[config.mk]
export PLATFORM = sky130hd
export DESIGN_NAME = i2c_slave_regs_flat
export DESIGN_NICKNAME = d
export VERILOG_FILES = /design/src/rtl/i2c_pkg.sv /design/src/rtl/i2c_slave_regs_if.sv /design/src/rtl/i2c_bus_sync.sv /design/src/rtl/i2c_slave_regs.sv /design/src/flat_wrapper.sv
export SDC_FILE = /design/constraint.sdc
export NUM_CORES = 1
export LEC_CHECK = 0
export BUFFER_PORTS_ARGS = -buffer_cell sky130_fd_sc_hd__buf_2
export CAP_MARGIN = 10
export CORE_UTILIZATION = 56
export DETAILED_ROUTE_END_ITERATION = 8
export MAX_ROUTING_LAYER = met4
export PLACE_DENSITY = 0.9
export SYNTH_ARGS = -nofsm -noshare
export SYNTH_HDL_FRONTEND = slang
export SYNTH_SLANG_ARGS = --single-unit
export TNS_END_PERCENT = 30
[constraint.sdc]
create_clock -name clk -period 5.3 [get_ports clk]
set_clock_uncertainty 0.1 [all_clocks]
set_input_delay 0.53 -clock clk [delete_from_list [all_inputs] [get_ports clk]]
set_output_delay 0.53 -clock clk [all_outputs]
set_load 0.01 [all_outputs]
[src/rtl/i2c_pkg.sv]
// ---------------------------------------------------------------------------
// i2c_pkg
// Shared definitions for the I2C target register block and its bus front end.
//   i2c_state_e  : target FSM state encoding (4 bits, IDLE..WAIT)
//   ACK / NACK   : SDA level of the acknowledge slot
//   RW_WRITE/READ: value of the R/W bit in the address byte
//   addr_match() : compares the 7-bit address field of an address byte
// ---------------------------------------------------------------------------
package i2c_pkg;

    typedef enum logic [3:0] {
        IDLE  = 4'd0,
        ADDR  = 4'd1,
        ACK_A = 4'd2,
        REG   = 4'd3,
        ACK_R = 4'd4,
        WR    = 4'd5,
        ACK_W = 4'd6,
        RD    = 4'd7,
        MACK  = 4'd8,
        WAIT  = 4'd9
    } i2c_state_e;

    localparam logic ACK      = 1'b0;
    localparam logic NACK     = 1'b1;
    localparam logic RW_WRITE = 1'b0;
    localparam logic RW_READ  = 1'b1;

    function automatic logic addr_match(input logic [7:0] addr_byte,
                                        input logic [6:0] dev_addr);
        return addr_byte[7:1] == dev_addr;
    endfunction

endpackage

[src/rtl/i2c_slave_regs_if.sv]
// ---------------------------------------------------------------------------
// i2c_slave_regs_if
// Bus and write-notification signals of the I2C target register block.
//   scl_in, sda_in : bus line levels seen by the target (sda is wired-AND)
//   sda_oe         : 1 = target pulls SDA low
//   wr_stb/wr_addr/wr_data : one-cycle notification of a committed byte
//   busy           : target is addressed and engaged in a transfer
// Modports: slave (the target), master (bus side / environment).
// ---------------------------------------------------------------------------
interface i2c_slave_regs_if;

    logic       scl_in;
    logic       sda_in;
    logic       sda_oe;
    logic       wr_stb;
    logic [7:0] wr_addr;
    logic [7:0] wr_data;
    logic       busy;

    modport slave (
        input  scl_in, sda_in,
        output sda_oe, wr_stb, wr_addr, wr_data, busy
    );

    modport master (
        output scl_in, sda_in,
        input  sda_oe, wr_stb, wr_addr, wr_data, busy
    );

endinterface

[src/rtl/i2c_bus_sync.sv]
// ---------------------------------------------------------------------------
// i2c_bus_sync
// Brings SCL/SDA into the clk domain and derives bus events.
//   clk, rst      : clock, synchronous active-low reset
//   scl_in,sda_in : raw bus levels
//   scl_rise/fall : one-cycle SCL edge strobes
//   start_det     : SDA falling while SCL high
//   stop_det      : SDA rising while SCL high
//   sda_s         : conditioned SDA level
// Build option I2C_SLV_GLITCH_FILTER_EN adds a 3-sample majority/hold filter
// per line after the synchronizer (2 clk extra latency).
// ---------------------------------------------------------------------------
module i2c_bus_sync #(
    parameter int SYNC_STAGES = 2
) (
    input  logic clk,
    input  logic rst,
    input  logic scl_in,
    input  logic sda_in,
    output logic scl_rise,
    output logic scl_fall,
    output logic start_det,
    output logic stop_det,
    output logic sda_s
);

    logic [SYNC_STAGES-1:0] scl_p0;
    logic [SYNC_STAGES-1:0] sda_p0;
    logic                   scl_raw;
    logic                   sda_raw;
    logic                   scl_lvl;
    logic                   sda_lvl;
    logic                   scl_p1;
    logic                   sda_p1;

    // Stage 0: synchronizer chains, idle-high after reset
    always_ff @(posedge clk) begin
        if (!rst) begin
            scl_p0 <= '1;
            sda_p0 <= '1;
        end else begin
            scl_p0 <= {scl_p0[SYNC_STAGES-2:0], scl_in};
            sda_p0 <= {sda_p0[SYNC_STAGES-2:0], sda_in};
        end
    end

    assign scl_raw = scl_p0[SYNC_STAGES-1];
    assign sda_raw = sda_p0[SYNC_STAGES-1];

`ifdef I2C_SLV_GLITCH_FILTER_EN
    logic [1:0] scl_hist;
    logic [1:0] sda_hist;
    logic       scl_hold;
    logic       sda_hold;

    // Level only moves once the current sample and the two before it agree
    assign scl_lvl = (scl_raw == scl_hist[0] && scl_hist[0] == scl_hist[1]) ? scl_raw : scl_hold;
    assign sda_lvl = (sda_raw == sda_hist[0] && sda_hist[0] == sda_hist[1]) ? sda_raw : sda_hold;

    always_ff @(posedge clk) begin
        if (!rst) begin
            scl_hist <= 2'b11;
            sda_hist <= 2'b11;
            scl_hold <= 1'b1;
            sda_hold <= 1'b1;
        end else begin
            scl_hist <= {scl_hist[0], scl_raw};
            sda_hist <= {sda_hist[0], sda_raw};
            scl_hold <= scl_lvl;
            sda_hold <= sda_lvl;
        end
    end
`else
    assign scl_lvl = scl_raw;
    assign sda_lvl = sda_raw;
`endif

    // Stage 1: previous conditioned level for edge detection
    always_ff @(posedge clk) begin
        if (!rst) begin
            scl_p1 <= 1'b1;
            sda_p1 <= 1'b1;
        end else begin
            scl_p1 <= scl_lvl;
            sda_p1 <= sda_lvl;
        end
    end

    assign scl_rise  = scl_lvl & ~scl_p1;
    assign scl_fall  = ~scl_lvl & scl_p1;
    // SCL must be high on both samples so an SCL edge never fakes START/STOP
    assign start_det = scl_lvl & scl_p1 & sda_p1 & ~sda_lvl;
    assign stop_det  = scl_lvl & scl_p1 & ~sda_p1 & sda_lvl;
    assign sda_s     = sda_lvl;

endmodule

[src/rtl/i2c_slave_regs.sv]
// ---------------------------------------------------------------------------
// i2c_slave_regs
// I2C target with an internal register file. After address match a write
// transfer takes a pointer byte followed by data bytes; a read transfer
// returns bytes from the current pointer. The pointer auto-increments and
// wraps at NUM_REGS in both directions.
//   clk, rst : clock, synchronous active-low reset
//   bus      : i2c_slave_regs_if.slave (scl_in, sda_in, sda_oe, wr_stb,
//              wr_addr, wr_data, busy)
//   dbg_regs : flattened register file, reg0 in [7:0]
// Build option I2C_SLV_GLITCH_FILTER_EN enables the line glitch filter
// inside i2c_bus_sync.
// ---------------------------------------------------------------------------
module i2c_slave_regs
    import i2c_pkg::*;
#(
    parameter logic [6:0] DEV_ADDR    = 7'h50,
    parameter int         NUM_REGS    = 16,
    parameter int         SYNC_STAGES = 2
) (
    input  logic                  clk,
    input  logic                  rst,
    i2c_slave_regs_if.slave       bus,
    output logic [8*NUM_REGS-1:0] dbg_regs
);

    localparam int PTR_W = $clog2(NUM_REGS);

    logic             scl_rise;
    logic             scl_fall;
    logic             start_det;
    logic             stop_det;
    logic             sda_s;

    i2c_state_e       state;
    logic [2:0]       bit_cnt;
    logic [7:0]       shift;
    logic [PTR_W-1:0] ptr;
    logic [7:0]       regs [NUM_REGS];
    logic             sda_oe_r;
    logic             wr_stb_r;
    logic [7:0]       wr_addr_r;
    logic [7:0]       wr_data_r;
    logic             busy_r;
    logic [7:0]       rx_byte;

    i2c_bus_sync #(
        .SYNC_STAGES (SYNC_STAGES)
    ) u_sync (
        .clk       (clk),
        .rst       (rst),
        .scl_in    (bus.scl_in),
        .sda_in    (bus.sda_in),
        .scl_rise  (scl_rise),
        .scl_fall  (scl_fall),
        .start_det (start_det),
        .stop_det  (stop_det),
        .sda_s     (sda_s)
    );

    // Byte as it stands once the bit on the current SCL rise is included
    assign rx_byte = {shift[6:0], sda_s};

    always_ff @(posedge clk) begin
        if (!rst) begin
            state     <= IDLE;
            bit_cnt   <= '0;
            shift     <= '0;
            ptr       <= '0;
            sda_oe_r  <= 1'b0;
            wr_stb_r  <= 1'b0;
            wr_addr_r <= '0;
            wr_data_r <= '0;
            busy_r    <= 1'b0;
            for (int i = 0; i < NUM_REGS; i++) begin
                regs[i] <= '0;
            end
        end else begin
            wr_stb_r <= 1'b0;
            if (stop_det) begin
                state    <= IDLE;
                bit_cnt  <= '0;
                sda_oe_r <= 1'b0;
                busy_r   <= 1'b0;
            end else if (start_det) begin
                // Repeated START keeps the pointer so a register select can
                // be followed by a restart-read
                state    <= ADDR;
                bit_cnt  <= '0;
                sda_oe_r <= 1'b0;
                busy_r   <= 1'b0;
            end else begin
                case (state)
                    IDLE, WAIT: begin
                        sda_oe_r <= 1'b0;
                    end
                    ADDR, REG, WR: begin
                        if (scl_fall) begin
                            sda_oe_r <= 1'b0;
                        end
                        if (scl_rise) begin
                            shift   <= rx_byte;
                            bit_cnt <= bit_cnt + 3'd1;
                            if (bit_cnt == 3'd7) begin
                                if (state == ADDR) begin
                                    if (addr_match(rx_byte, DEV_ADDR)) begin
                                        state  <= ACK_A;
                                        busy_r <= 1'b1;
                                    end else begin
                                        state  <= WAIT;
                                    end
                                end else if (state == REG) begin
                                    ptr   <= rx_byte[PTR_W-1:0];
                                    state <= ACK_R;
                                end else begin
                                    state <= ACK_W;
                                end
                            end
                        end
                    end
                    ACK_A, ACK_R, ACK_W: begin
                        // Falling edge after the 8th bit: drive ACK, and for a
                        // data byte commit it on this same edge
                        if (scl_fall) begin
                            sda_oe_r <= ~ACK;
                            if (state == ACK_W) begin
                                regs[ptr] <= shift;
                                wr_stb_r  <= 1'b1;
                                wr_addr_r <= 8'(ptr);
                                wr_data_r <= shift;
                                ptr       <= ptr + 1'b1;
                            end
                        end
                        // 9th rising edge ends the ACK slot; ACK stays driven
                        // until the next falling edge
                        if (scl_rise) begin
                            if (state == ACK_A) begin
                                if (shift[0] == RW_READ) begin
                                    state <= RD;
                                    shift <= regs[ptr];
                                end else begin
                                    state <= REG;
                                end
                            end else begin
                                state <= WR;
                            end
                        end
                    end
                    RD: begin
                        // Drive zeros, release for ones
                        if (scl_fall) begin
                            sda_oe_r <= ~shift[7];
                            shift    <= {shift[6:0], 1'b0};
                        end
                        if (scl_rise) begin
                            bit_cnt <= bit_cnt + 3'd1;
                            if (bit_cnt == 3'd7) begin
                                state <= MACK;
                                ptr   <= ptr + 1'b1;
                            end
                        end
                    end
                    MACK: begin
                        if (scl_fall) begin
                            sda_oe_r <= 1'b0;
                        end
                        if (scl_rise) begin
                            if (sda_s == ACK) begin
                                state <= RD;
                                shift <= regs[ptr];
                            end else begin
                                state  <= WAIT;
                                busy_r <= 1'b0;
                            end
                        end
                    end
                    default: begin
                        state    <= IDLE;
                        sda_oe_r <= 1'b0;
                        busy_r   <= 1'b0;
                    end
                endcase
            end
        end
    end

    assign bus.sda_oe  = sda_oe_r;
    assign bus.wr_stb  = wr_stb_r;
    assign bus.wr_addr = wr_addr_r;
    assign bus.wr_data = wr_data_r;
    assign bus.busy    = busy_r;

    for (genvar gi = 0; gi < NUM_REGS; gi++) begin : g_dbg
        assign dbg_regs[8*gi +: 8] = regs[gi];
    end

endmodule

[src/flat_wrapper.sv]
// flat-port wrapper written by rule: the top's interface ports become plain ports
module i2c_slave_regs_flat import i2c_pkg::*;
#(
    parameter logic [6:0] DEV_ADDR    = 7'h50,
    parameter int         NUM_REGS    = 16,
    parameter int         SYNC_STAGES = 2
)
  (clk, rst, dbg_regs, bus_scl_in, bus_sda_in, bus_sda_oe, bus_wr_stb, bus_wr_addr, bus_wr_data, bus_busy);
  i2c_slave_regs_if bus_i ();
  input  logic clk;
  input  logic rst;
  output logic [8*NUM_REGS-1:0] dbg_regs;
  input wire logic [$bits(bus_i.scl_in)-1:0] bus_scl_in;
  input wire logic [$bits(bus_i.sda_in)-1:0] bus_sda_in;
  output wire logic [$bits(bus_i.sda_oe)-1:0] bus_sda_oe;
  output wire logic [$bits(bus_i.wr_stb)-1:0] bus_wr_stb;
  output wire logic [$bits(bus_i.wr_addr)-1:0] bus_wr_addr;
  output wire logic [$bits(bus_i.wr_data)-1:0] bus_wr_data;
  output wire logic [$bits(bus_i.busy)-1:0] bus_busy;
  assign bus_i.scl_in = bus_scl_in;
  assign bus_i.sda_in = bus_sda_in;
  assign bus_sda_oe = bus_i.sda_oe;
  assign bus_wr_stb = bus_i.wr_stb;
  assign bus_wr_addr = bus_i.wr_addr;
  assign bus_wr_data = bus_i.wr_data;
  assign bus_busy = bus_i.busy;
  i2c_slave_regs #(.DEV_ADDR(DEV_ADDR), .NUM_REGS(NUM_REGS), .SYNC_STAGES(SYNC_STAGES)) u_core (.clk(clk), .rst(rst), .bus(bus_i), .dbg_regs(dbg_regs));
endmodule
==> out/metrics.cfg, run 1 <==
[run_status]
status = finished, final reports clean

[routing]
drtAntennaViolNets = 0
drt_iter0_drc = 629
routed-via-count = 6217
wl_per_cell_um = 22.92
routed_via_density = 6.312
drc = 0
wirelength_um = 22570
drt_pass1_iterations = 5

[global_route]
grt_usage = 0.3221
grt_max_degree = 36
grt_pass1_wl_um = 34000
grt_pass1_vias = 5977
grt_overflow_total = 0
antenna_found_initial = 0

[layout]
diodes = 0
syn_to_final_growth_pct = 16.04
final_layout_size_suffix_gt1_frac = 0.2709
final_nets = 798

[yosys]
ys_seq_elements = 172
yosys.area.top_type = edfxtp_1
synthTopCellsByArea = edfxtp_1, dfxtp_1, and2_1, mux4_1, mux4_2
yosys_warnings = 0
synth_top_area_share = 0.4622
synth_commonest_cells = and2_1, edfxtp_1, dfxtp_1, nand2_1, o21ai_0
avgSynthCellArea_um2 = 12.37
synthesis.area_mm2 = 0.008315
synth-edff-count = 128
ys_types = 66
ys.flop_type = edfxtp_1
syn-instance-count = 672
seq_area_frac_synth = 0.5682
synth.most_common_cell = and2_1
synthArstFlopShare = 0

[sta]
fin_tns_setup_ps = 0
fmax_mhz = 281.8
maxSlewHeadroom = 0.2192
maxSlewViolCount = 0
hold_viol = 0
rsz0062_at_grt = false
worst_pin_slew_ps = 1170
fin_crit_sh = 0.6695
finalSetupViolCount = 0
finalCriticalPeriod_ps = 3548

[setup_path]
crit_fanout = 34
required_ps = 5270
r2r_start = u_core.state[3]$_SDFFE_PP0P_
end_kind = flop
r2r_slack_ps = 1750
r2r_cells = 4
cp_data_arrival_time_ps = 3510
start_kind = flop
setup.worst_path.class = reg2reg
r2r-end = u_core.regs[0][2]$_SDFFCE_PN0P_

[floorplanning]
die_x_um = 123.9
fp-row-count = 44
design.core.area_mm2 = 0.01453
initial_core_util = 0.5721
die_y_um = 123.9
die-area_mm2 = 0.01534
ios = 151

[place]
placement.io_buffers = 146
dp_hpwl_um = 15250
gp_congestion = 0.8758

[clocking]
clkTransAtPathRegs_ps = 70
cts.sinks = 172
clock_latency_ps = 440
clk_path_buf_depth = 2
cts_buffers = 17
cts_hold_buf = 0
cts_resized = 0
htree_levels = 4
cts-root-buf = clkbuf_16
cts_setup_buffers = 0
cts_tree = yes

[min_path]
min_to = u_core.u_sync.sda_p0[0]$_SDFF_PN1_
worstHoldStart = bus_sda_in
hold_depth = 2
min_path_type = in2reg

[power_and_ir_drop]
p_leak_nw = 3.555
powerDensity_mw_per_mm2 = 315.4
power_w = 0.003043
ir_drop_v = 0.0002323

[run]
max_cap_violations = 0

[logic make-up (layout without fill, tap and decap cells)]
logic type | after synthesis | in the layout | synth area share
AND/OR/NAND/NOR | 265 | 265 | 0.1809
flip-flops | 172 | 172 | 0.5682
AO/OA/AOI/OAI | 113 | 113 | 0.08757
buffers and inverters | 60 | 186 | 0.03566
multiplexers | 53 | 53 | 0.1162
adder cells (fa/ha/maj) | 6 | 6 | 0.009028
XOR/XNOR | 2 | 2 | 0.002107
other | 1 | 4 | 0.0004510
[per-layer routing]
metal	global-route usage	routed length, um
met1	0.3883	8302
met2	0.5149	11100
met3	0.08013	2445
met4	0.1416	723
met5	-	0
[metrics by stage]
stage / instances / hold WS, ps / setup WS, ps / cell area [um2] / utilization
3_5_place_dp: 952 / 299.4 / 1753 / 9022 / 0.6208
3_3_place_gp: 952 / 296.9 / 1891 / 9022 / 0.6208
2_1_floorplan: 675 / 286.3 / 2747 / 8327 / -
6_report: 985 / 172.2 / 1752 / 9649 / 0.6639
5_1_grt: 985 / 180.2 / 1448 / 9649 / 0.6639
4_1_cts: 984 / 167.2 / 1746 / 9644 / 0.6636
[worst max-delay path by stage]
stage / startpoint / end / slack [ps] / cells past startpoint
2_1_floorplan: u_core.u_sync.scl_p1$_SDFF_PN1_ / u_core.regs[2][0]$_SDFFCE_PN0P_ / 2750 / 6
3_3_place_gp: u_core.state[3]$_SDFFE_PP0P_ / u_core.regs[0][4]$_SDFFCE_PN0P_ / 1890 / 4
3_5_place_dp: u_core.state[3]$_SDFFE_PP0P_ / u_core.regs[0][3]$_SDFFCE_PN0P_ / 1750 / 4
4_1_cts: u_core.state[3]$_SDFFE_PP0P_ / u_core.regs[0][2]$_SDFFCE_PN0P_ / 1750 / 4
5_1_grt: u_core.state[3]$_SDFFE_PP0P_ / u_core.regs[0][7]$_SDFFCE_PN0P_ / 1450 / 4
6_report: u_core.state[3]$_SDFFE_PP0P_ / u_core.regs[0][2]$_SDFFCE_PN0P_ / 1750 / 4
[critical path, cell delays in order (launching register included)]
cell and delay [ps]:
dfxtp_1 640, nor2_1 250, nand4_1 540, or3_1 710, o21ai_0 920
[cell usage in the layout (no fill, tap or decap), types with 3 or more instances in the layout]
master and count:
a21o_1 3, clkbuf_16 17, edfxtp_1 128, and2_1 129
a21oi_1 28, o21a_1 3, or3_1 3, nor2_1 25
inv_1 6, nand2_1 44, and4_1 6, inv_6 3
nor2_2 4, a21boi_0 4, mux4_1 17, nand3b_1 3
mux4_2 11, dfxtp_1 43, a221oi_1 4, conb_1 4
mux2_2 17, nand3_1 10, ha_1 6, nor2b_1 7
a211oi_1 10, a31oi_1 4, nor3_1 6, nand4_1 4
clkbuf_8 3, o21ai_0 33, nand2b_1 13, mux2i_1 8
buf_2 147
[registers in the layout (all words and copies together) (netlist names), named ones only]
name and count:
u_core.bit_cnt 3, u_core.bus.busy 1, u_core.bus.sda_oe 1, u_core.bus.wr_addr 4, u_core.bus.wr_data 8, u_core.bus.wr_stb 1
u_core.ptr 4, u_core.regs 128, u_core.shift 8, u_core.state 4, u_core.u_sync.scl_p0 2, u_core.u_sync.scl_p1 1
u_core.u_sync.sda_p0 2, u_core.u_sync.sda_p1 1
[power breakdown]
part | switching (W) | internal [W]
Clock | 0.000562 | 0.000747
Combinational | 0.0000996 | 0.0000666
Sequential | 0.0000677 | 0.00150
Total | 0.000730 | 0.00231
[final cells by class]
class | instances | area (um2)
clock inverters | 12 | 155.1
flip-flops and latches | 172 | 4726
repair buffers | 148 | 743.2
fillers | 1058 | 4885
clock buffers | 20 | 466.7
well taps | 184 | 230.2
multi-input cells | 443 | 3306
inverters | 6 | 22.52
No activity file was read; power rests on OpenSTA's default activity.
==> run 2, diff against run 1 <==
Clock period 5.3 ns to 3.7 ns, I/O delays scaled along.
==> out/metrics.cfg, run 2 (synthesis gave the netlist of run 1 again) <==
[place]
gp_congestion = 0.9341  ; +6.7%
dp.cells = 983  ; +3.3%
dp_hpwl_um = 15620  ; +2.4%
placement.io_buffers = 146  ; unchanged

[routing]
drt_pass1_iterations = 5  ; unchanged
drtAntennaViolNets = 0  ; unchanged
routed-via-count = 6459  ; +3.9%
wl_per_cell_um = 22.44  ; -2.1%
drt-met1-wl_um = 8398  ; +1.2%
top_layer = met4
drc = 0  ; unchanged
routed_via_density = 6.357  ; +0.72%
drt_iter0_drc = 643  ; +2.2%
wl_met3_um = 2404  ; -1.7%
wl_met2_um = 11080  ; -0.17%
wirelength_um = 22800  ; +1.0%

[clocking]
cts_buffers = 17  ; unchanged
clkTransAtPathRegs_ps = 70  ; about the same
clock_latency_ps = 440  ; about the same
cts.sinks = 172  ; unchanged
cts_resized = 0  ; unchanged
cts_setup_buffers = 0  ; unchanged
clk_path_buf_depth = 2  ; unchanged
cts-root-buf = clkbuf_16
htree_levels = 4  ; unchanged
cts_tree = yes

[sta]
fin_tns_setup_ps = 0  ; unchanged
finalCriticalPeriod_ps = 2836  ; -711.8 ps
hold_viol = 0  ; unchanged
worst_pin_slew_ps = 893.7  ; -276.0 ps
rsz0062_at_grt = false
fmax_mhz = 352.6  ; +25%
maxSlewViolCount = 0  ; unchanged
fin_crit_sh = 0.7666  ; +0.09713
maxSlewHeadroom = 0.4034  ; +0.1842
hold_slack_ps = 11.27  ; -160.9 ps
finalSetupViolCount = 0  ; unchanged

[global_route]
grt_pass1_wl_um = 33600  ; -1.2%
grt_usage = 0.3188  ; -0.003354
grt_max_degree = 34  ; -5.6%
antenna_found_initial = 0  ; unchanged
grt_pass1_vias = 5891  ; -1.4%
grt_overflow_total = 0  ; unchanged

[layout]
final_cell_mix = buf_2, and2_1, edfxtp_1
final_cells = 1016  ; +3.1%
syn_to_final_growth_pct = 18.81
fin_util = 0.6798  ; +0.01584
largest_reg_flops = 128  ; unchanged
diodes = 0  ; unchanged
final_layout_size_suffix_gt1_frac = 0.2969  ; +0.02596
largest-register = u_core.regs
final_common_cell = buf_2
final_nets = 829  ; +3.9%

[power_and_ir_drop]
p_leak_nw = 3.700  ; +4.1%
ir_drop_v = 0.0002949  ; +27%
powerDensity_mw_per_mm2 = 443.4  ; +41%

[setup_path]
setup.worst_path.class = reg2reg
required_ps = 3760  ; -1510 ps
crit_fanout = 19  ; -44%
start_kind = flop
cp_data_arrival_time_ps = 2890  ; -620 ps
end_kind = flop

[min_path]
min_path_type = in2reg

[floorplanning]
die_y_um = 123.9  ; unchanged
fp-row-count = 44  ; unchanged
design.core.area_mm2 = 0.01453  ; unchanged
die-area_mm2 = 0.01534  ; unchanged
initial_core_util = 0.5721  ; unchanged
ios = 151  ; unchanged
die_x_um = 123.9  ; unchanged

[run]
max_cap_violations = 0  ; unchanged

[run_status]
status = finished, final reports clean

run 2: cell types whose count changed in the layout (fill, tap and decap cells not counted):
| cell | delta |
|---|---|
| buf_4 | +31 |
| clkbuf_8 | -3 |
| clkinvlp_4 | +2 |
| buf_2 | -1 |
| bufinv_16 | +1 |
| clkinv_2 | +1 |
| clkinv_8 | -1 |
| dlygate4sd3_1 | +1 |
run 2: power by group:
group          switching [W]  internal [W]  leakage, nW  total [W]
registers          0.0000744       0.00215         1.57    0.00222
logic               0.000168      0.000112         1.84   0.000280
clock network       0.000804       0.00108        0.294    0.00188
total                0.00105       0.00333         3.70    0.00438
run 2: cell type report:
type	count	area (um2)
Sequential cell	172	4726
Clock buffer	17	425.4
Fill cell	1030	4654
Inverter	6	22.52
Tap cell	184	230.2
Multi-Input combinational cell	443	3306
Timing Repair Buffer	179	980.9
Clock inverter	15	188.9
run 2: stage by stage:
step	power, W	worst slack (ps)	cell area, um2
2_1_floorplan	0.002377	1147	8327
3_3_place_gp	0.002523	1094	9255
3_5_place_dp	0.002530	940.0	9255
4_1_cts	0.004366	860.0	9869
5_1_grt	0.004471	710.8	9879
6_report	0.004380	863.6	9879
run 2: per-layer routing:
layer / vias to the layer above / global-route usage
met5: - / -
met4: 0 / 0.1498
met3: 81 / 0.06548
met2: 499 / 0.5059
met1: 3112 / 0.3927
li1: 2767 / -
run 2: path summary, 6_finish.rpt:
check,start,to,slack [ps],cells after the start
setup reg to reg,u_core.state[2]$_SDFFE_PP0P_,u_core.regs[3][4]$_SDFFCE_PN0P_,860,5
setup / recovery,u_core.state[2]$_SDFFE_PP0P_,u_core.regs[3][4]$_SDFFCE_PN0P_,860,5
hold / removal,bus_sda_in,u_core.u_sync.sda_p0[0]$_SDFF_PN1_,10,2
hold reg to reg,u_core.u_sync.sda_p0[0]$_SDFF_PN1_,u_core.u_sync.sda_p0[1]$_SDFF_PN1_,310,1
run 2: repair_timing:
action / in CTS / in global routing
endpoints found under the setup margin: 0 / 0
endpoints found under the hold margin: 0 / 1
hold buffers: 0 / 1
run 2: critical path, cell delays in order, from the launching register on:
cell,delay (ps)
dfxtp_1,690
nand4_1,170
buf_4,230
or3_1,490
o21ai_0,600
buf_4,260
